===== src/rtl/udp_tx_packetizer_pkg.sv =====
// Shared types and constants for the UDP TX packetizer.
package udp_tx_packetizer_pkg;

  localparam int SEQ_W        = 16;
  localparam int RECORD_BYTES = 4;
  localparam int HDR_BYTES    = 2;
  localparam int IDX_W        = $clog2(RECORD_BYTES);

  typedef enum logic [2:0] {
    ST_IDLE,
    ST_HDR_HI,
    ST_HDR_LO,
    ST_BODY,
    ST_HOLD,
    ST_LAST
  } state_e;

endpackage


===== src/rtl/udp_tx_packetizer_flush_timer.sv =====
// Idle timer for the record-boundary flush: clear on load, count while
// enabled, saturate instead of wrapping, flag expiry at TIMEOUT-1.
module udp_flush_timer #(
  parameter int TIMEOUT = 1000
) (
  input  logic clk_i,
  input  logic rst_i,
  input  logic clr_i,
  input  logic en_i,
  output logic expired_o
);

  localparam int W = $clog2(TIMEOUT + 1);

  logic [W-1:0] cnt_q, cnt_d;

  // Next count: clear wins, then saturating increment.
  always_comb begin
    cnt_d = cnt_q;
    if (clr_i)
      cnt_d = '0;
    else if (en_i && (cnt_q != W'(TIMEOUT)))
      cnt_d = cnt_q + 1'b1;
  end

  // Counter register.
  always_ff @(posedge clk_i) begin
    if (rst_i) cnt_q <= '0;
    else       cnt_q <= cnt_d;
  end

  assign expired_o = (cnt_q >= W'(TIMEOUT - 1));

endmodule


===== src/rtl/udp_tx_packetizer.sv =====
// Frames 4-byte records from an FWFT FIFO into UDP payloads:
// 16-bit big-endian sequence number followed by 1..MAX_RECORDS records.
// The last byte of each record is parked in a holding register so the
// packet can be closed (tlast) on it without ever splitting a record.
module udp_tx_packetizer
  import udp_tx_packetizer_pkg::*;
#(
  parameter int MAX_RECORDS   = 64,
  parameter int FLUSH_TIMEOUT = 1000
) (
  input  logic             clk,
  input  logic             rst,
  input  logic [7:0]       s_fifo_tdata,
  input  logic             s_fifo_tvalid,
  output logic             s_fifo_tready,
  output logic [7:0]       m_axis_tdata,
  output logic             m_axis_tvalid,
  output logic             m_axis_tlast,
  input  logic             m_axis_tready,
  output logic [SEQ_W-1:0] seq_num,
  output logic             timeout_flush
);

  state_e           state_q;
  logic [SEQ_W-1:0] seq_q;
  logic [7:0]       cnt_q;
  logic [IDX_W-1:0] idx_q;
  logic [7:0]       held_q;
  logic             commit_q;
  logic             tflush_q;

  logic last_byte, cnt_full, m_xfer, s_pop, hold_idle, tmr_clr, tmr_exp;

  assign last_byte = (idx_q == IDX_W'(RECORD_BYTES - 1));
  assign cnt_full  = (cnt_q == 8'(MAX_RECORDS));
  assign m_xfer    = m_axis_tvalid && m_axis_tready;
  assign s_pop     = s_fifo_tvalid && s_fifo_tready;
  // Waiting at a record boundary with nothing to send: only then does the timer run.
  assign hold_idle = (state_q == ST_HOLD) && !cnt_full && !s_fifo_tvalid && !commit_q;
  assign tmr_clr   = (state_q == ST_BODY) && last_byte && s_pop;

  udp_flush_timer #(.TIMEOUT(FLUSH_TIMEOUT)) u_timer (
    .clk_i    (clk),
    .rst_i    (rst),
    .clr_i    (tmr_clr),
    .en_i     (hold_idle),
    .expired_o(tmr_exp)
  );

  // Output decode; tvalid is built only from state and FIFO valid, never tready.
  always_comb begin
    m_axis_tdata  = '0;
    m_axis_tvalid = 1'b0;
    m_axis_tlast  = 1'b0;
    s_fifo_tready = 1'b0;
    case (state_q)
      ST_HDR_HI: begin
        m_axis_tdata  = seq_q[15:8];
        m_axis_tvalid = 1'b1;
      end
      ST_HDR_LO: begin
        m_axis_tdata  = seq_q[7:0];
        m_axis_tvalid = 1'b1;
      end
      ST_BODY: begin
        if (!last_byte) begin
          m_axis_tdata  = s_fifo_tdata;
          m_axis_tvalid = s_fifo_tvalid;
          s_fifo_tready = m_axis_tready;
        end else begin
          s_fifo_tready = s_fifo_tvalid;
        end
      end
      ST_HOLD: begin
        if (!cnt_full) begin
          m_axis_tdata  = held_q;
          m_axis_tvalid = s_fifo_tvalid || commit_q;
        end
      end
      ST_LAST: begin
        m_axis_tdata  = held_q;
        m_axis_tvalid = 1'b1;
        m_axis_tlast  = 1'b1;
      end
      default: ;
    endcase
  end

  // Packet FSM with sequence, record count, byte index and held byte.
  always_ff @(posedge clk) begin
    if (rst) begin
      state_q  <= ST_IDLE;
      seq_q    <= '0;
      cnt_q    <= '0;
      idx_q    <= '0;
      held_q   <= '0;
      commit_q <= 1'b0;
      tflush_q <= 1'b0;
    end else begin
      tflush_q <= 1'b0;
      case (state_q)
        ST_IDLE:   if (s_fifo_tvalid) state_q <= ST_HDR_HI;
        ST_HDR_HI: if (m_xfer) state_q <= ST_HDR_LO;
        ST_HDR_LO: if (m_xfer) begin
          state_q <= ST_BODY;
          idx_q   <= '0;
        end
        ST_BODY: if (s_pop) begin
          if (last_byte) begin
            held_q  <= s_fifo_tdata;
            cnt_q   <= cnt_q + 8'd1;
            idx_q   <= '0;
            state_q <= ST_HOLD;
          end else begin
            idx_q <= idx_q + 1'b1;
          end
        end
        ST_HOLD: begin
          if (cnt_full) begin
            state_q <= ST_LAST;
          end else if (m_xfer) begin
            commit_q <= 1'b0;
            idx_q    <= '0;
            state_q  <= ST_BODY;
          end else if (m_axis_tvalid) begin
            // Held byte offered as a continuation: keep offering it until taken.
            commit_q <= 1'b1;
          end else if (tmr_exp) begin
            state_q  <= ST_LAST;
            tflush_q <= 1'b1;
          end
        end
        ST_LAST: if (m_xfer) begin
          seq_q   <= seq_q + 16'd1;
          cnt_q   <= '0;
          state_q <= ST_IDLE;
        end
        default: state_q <= ST_IDLE;
      endcase
    end
  end

  assign seq_num       = seq_q;
  assign timeout_flush = tflush_q;

endmodule


===== config.mk =====
export PLATFORM = sky130hd
export DESIGN_NAME = udp_tx_packetizer
export DESIGN_NICKNAME = d
export VERILOG_FILES = /design/src/rtl/udp_tx_packetizer_pkg.sv /design/src/rtl/udp_tx_packetizer_flush_timer.sv /design/src/rtl/udp_tx_packetizer.sv
export SDC_FILE = /design/constraint.sdc
export NUM_CORES = 1
export LEC_CHECK = 0
export ABC_AREA = 0
export ABC_CLOCK_PERIOD_IN_PS = 2120
export BUFFER_PORTS_ARGS = -buffer_cell sky130_fd_sc_hd__buf_2
export CORE_ASPECT_RATIO = 1.75
export CORE_UTILIZATION = 43
export CTS_CLUSTER_SIZE = 20
export DETAILED_ROUTE_END_ITERATION = 8
export PLACE_DENSITY = 0.7
export SETUP_SLACK_MARGIN = 0.5
export SKIP_CTS_REPAIR_TIMING = 1
export SLEW_MARGIN = 20
export SYNTH_ARGS = -nofsm -noshare
export SYNTH_HDL_FRONTEND = slang
export SYNTH_HIERARCHICAL = 1
export SYNTH_SLANG_ARGS = --single-unit
export TNS_END_PERCENT = 5

===== constraint.sdc =====
create_clock -name clk -period 2.12 [get_ports clk]
set_clock_uncertainty 0.1 [all_clocks]
set_input_delay 0.424 -clock clk [delete_from_list [all_inputs] [get_ports clk]]
set_output_delay 0.424 -clock clk [all_outputs]
set_load 0.01 [all_outputs]

# Word level (Yosys, flattened, before mapping)
# Index checks and enable logic that the tools add are counted.
[totals]
regBits = 49
input_bits = 12
out_inout_bits = 28
[op_classes]
magnitude_cmp = 1
add_sub_neg = 4
n_bitwise = 2
mux = 32
n_eq_ne = 17
reduce_logical = 25
[ops]
columns = ["cell", "n"]
rows = [
  ["$mux 8", 5],
  ["$pmux 8 s5", 1],
  ["$mux 3", 10],
  ["$pmux 3 s6", 1],
  ["$add 16x1->16 const B", 1],
  ["$pmux 8 s2", 1],
  ["$ne 2x2->1 const B", 7],
  ["$add 10x1->10 const B", 1],
  ["$ge 10x10->1 const B", 1],
  ["$ne 10x10->1 const B", 1],
  ["$reduce_and 3->1", 3],
  ["$add 8x1->8 const B", 1],
  ["$eq 8x7->1 const B", 1],
  ["$logic_and 1x1->1", 8],
  ["$mux 1", 8],
  ["$mux 2", 4],
  ["$ne 4x4->1 const B", 2],
  ["$reduce_and 8->1", 1],
  ["$eq 3x2->1 const B", 2],
  ["$eq 3x3->1 const B", 2],
  ["$pmux 2 s3", 1],
  ["$reduce_or 5->1", 1],
  ["$reduce_and 4->1", 1],
  ["$reduce_bool 2->1", 2],
  ["other kinds (12)", 15],
]

# Depth between registers and ports, before layout
[logic_depth]
depth_word = 7
depth_mapped = 10
ltp_nobuf = 9

# Modules after synthesis
# Netlist, hierarchy kept.
[by_module_without_submodules]
columns = ["module", "n_inst", "seq_area_each_um2", "area_per_inst_um2", "cells_per_inst"]
rows = [
  ["udp_tx_packetizer", 1, 780.7, 2210.9, 253],
  ["udp_flush_timer", 1, 200.2, 610.6, 71],
]

# Worst setup path after synthesis
# Ideal clock, no wire load.
[synth_path]
path_type = "reg-to-output"
startpoint = "register cnt_q[0] (netlist name)"
endpoint = "output port m_axis_tdata[0]"
required_time_ns = 1.596
arrival_time_ns = 1.573
stages_incl_launch_ff = 8
path_slack_ns = 0.023
path_cell_list = "dfxtp_1 > inv_1 > ha_1 > nor4b_4 > nand2_1 > nor2_1 > nor3b_2 > a221o_1"
[synth_lines]
columns = ["element", "line", "source"]
rows = [
  ["end, declared", "udp_tx_packetizer.sv:16", "output logic [7:0] m_axis_tdata,"],
]

==> results.toml <==
[pwr]
p_comb_frac = 0.268
p_int_mw = 1.58
peakVddDrop_v = 0.000544
finalPower_mw = 2.30
p_sw_frac = 0.313
p_clk_frac = 0.300
seqPwrFrac = 0.433
power.switching_mw = 0.718
power_density_nw_per_um2 = 649
p_leak_nw = 1.38

[sta]
min_period_ns = 2.47
setup_tns_ns = -2.71
max_slew_margin = 0.664
timing.final.ws_setup_ns = -0.346
period_share = 1.16
rsz0062_at_grt = "yes"
slew_viol_final = 0
tightestPinTransition_ns = 0.503
max_freq_mhz = 406
setup_violations = 9
finalHoldViolations = 0

[floorplanning]
start_util = 0.450
std_cell_rows = 38
io_pins = 40
core_area_um2 = 6280
die_area_um2 = 6900
die_h_um = 109
die_width_um = 63.2

[clocking]
cts_buffer_depth = 2
clk_pin_slew_ns = 0.09
cts_num_sinks = 49
cts_htree_levels = 2
clk_latency_ns = 0.30
clock-root-buffer = "clkbuf_8"
tritoncts = "yes"
cts-buffers-inserted = 5

[critical_path]
cp-end-kind = "primary output"
cp.required_ns = 1.60
crit_buf_inv = 3
crit_fanout = 8
cp_num_cells = 9
critPathKind = "reg2out"
crit_arrival_ns = 1.94
start_kind = "register"
slowest_stage = "dfxtp_2"
max_stage_delay_ns = 0.34
r2r_cells = 11
crit_chain = "inv_2 > ha_4 > nor4b_4 > nand2_1 > nor2_2 > nor3b_2 > buf_4 > a221o_1 > buf_2"
crit_family = "simple AND/OR/NAND/NOR gates"

[logic_synthesis]
synth_top_cell_area_share = 0.348
synthFlopType = "dfxtp_1"
syn_area_um2 = 2820
yosysWarnings = 6
synth-edff-count = 0
avgSynthCellArea_um2 = 8.71
synth.area.top_cells = "dfxtp_1, nor2_1, xor2_1"
ys_types = 64
synthArstFlopShare = 0
syn-num-nets = 342
synth.largest_area_cell = "dfxtp_1"
ys_seq_elements = 49
syn_inst = 324
ys_seq_area_frac = 0.348

[finish]
nFillCells = 586
instances_no_fill = 464
diodes = 0
layout.nets = 401
syn_to_final_growth_pct = 25.4
layout-drive-gt1-share = 0.349

[grt]
grt_max_degree = 24
grt_pass1_vias = 2502
grt_use_met1 = 0.220
use_met2 = 0.385
overflow = 0
grt_pass1_wl_um = 11200
grt_busiest_layer = "met2"
antenna_found_initial = 0
grtUsageMet3 = 0.0314
grt_use_total = 0.202

[routing]
vias_per_cell = 5.75
drc = 0
wl_um = 6970
firstDrtPassIters = 4
dr_total_vias = 2667
drt_iter0_drc = 130
ant_nets = 0
wl_per_cell_um = 15.0

[worst_hold_path]
hold_depth = 3
hp-class = "in2reg"

[status]
violations = "negative setup slack"
status = "finished, violations left"

[placement]
place_ws_ns = -0.0310
io_buffers = 39
place_congestion = 0.907
place_hpwl_um = 5120
dp.cells = 455

[run]
max_cap_violations = 0
[layer usage]
layer	part of all wire	wire length (µm)	vias up
li1	-	-	1293
met1	0.40	2810	1292
met2	0.54	3800	67
met3	0.033	232	15
met4	0.019	133	0
met5	0	0	-
[logic make-up (layout without fill, tap and decap cells)]
family          count (synthesis)  count (layout)  synth area share
buf+inv                        25              85            0.0461
simple gates                  147             147             0.295
xor+xnor                       24              24            0.0745
mux                             8               8            0.0284
compound gates                 65              65             0.181
flops                          49              49             0.348
fa+ha+maj                       6               6            0.0266
[worst min-delay path: stages]
cell and delay, ns:
buf_2 0.09, mux2i_1 0.06, nor2_1 0.07
[metrics by stage]
stage,cell area (µm²),utilization,hold WS [ns]
CTS,3360,0.535,0.268
global placement,3250,0.517,0.353
detailed placement,3250,0.517,0.374
global route,3540,0.564,0.284
finish,3540,0.564,0.273
floorplan,2820,-,0.344
[Yosys cell counts (all sizes together), types with 3 or more instances]
cell	n
nor2	54
dfxtp	49
a21oi	19
nand2	19
xor2	19
nand3	15
buf	10
nand4	10
a221o	9
a22oi	8
inv	8
mux2i	8
o21ai	8
clkbuf	7
ha	6
nand2b	6
and3	5
o31ai	5
xnor2	5
and4	4
nor4b	4
a211oi	3
a32oi	3
and2	3
nor3	3
nor3b	3
or2	3
or4	3
[flip-flops by register name, summed over array words and instances (netlist names)]
register / flops
seq_num: 16
u_timer/cnt_q: 10
cnt_q: 8
held_q: 8
state_q: 3
idx_q: 2
commit_q: 1
timeout_flush: 1
[final timing paths]
path              slack, ns             startpoint                       endpoint
setup / recovery      -0.35  cnt_q[1]$_SDFFE_PP0P_                m_axis_tdata[5]
hold / removal         0.27        s_fifo_tdata[4]         held_q[4]$_SDFFE_PP0P_
setup reg to reg       0.10  cnt_q[1]$_SDFFE_PP0P_  u_timer/cnt_q[8]$_SDFFE_PP0P_
hold reg to reg        0.39  idx_q[0]$_SDFFE_PP0P_          idx_q[0]$_SDFFE_PP0P_
[power by group through the flow]
stage	clock network, mW	registers (mW)	logic (mW)
finish	0.688	0.993	0.615
global route	0.735	0.997	0.672
detailed placement	0	1.01	0.595
floorplan	0	0.983	0.431
CTS	0.708	0.987	0.599
global placement	0	1.01	0.587
[layout by cell type (no fill, tap or decap), types with 3 or more instances in the layout]
cell type and instances:
dfxtp_4 9, nor2_1 50, o21ai_0 8, clkbuf_8 5
a21oi_2 4, buf_4 28, xor2_1 19, xnor2_1 5
buf_2 39, dfxtp_2 3, o31ai_1 3, a221o_1 8
a21oi_1 14, nand4_1 10, dfxtp_1 37, nand2_1 17
a32oi_1 3, mux2i_1 8, a22oi_1 8, and2_1 3
nand2b_1 6, ha_1 3, and4_1 4, nand3_1 13
inv_1 6
[cell type report]
type / count / area, µm² / area share
inverter: 8 / 30.0 / 0.00849
tap: 80 / 100 / 0.0283
sequential: 49 / 1020 / 0.288
clock buffer: 5 / 68.8 / 0.0194
timing repair buffer: 69 / 440 / 0.124
multi-input combinational: 250 / 1840 / 0.519
clock inverter: 3 / 43.8 / 0.0124
Note: power is estimated with default switching activity, not from simulation.
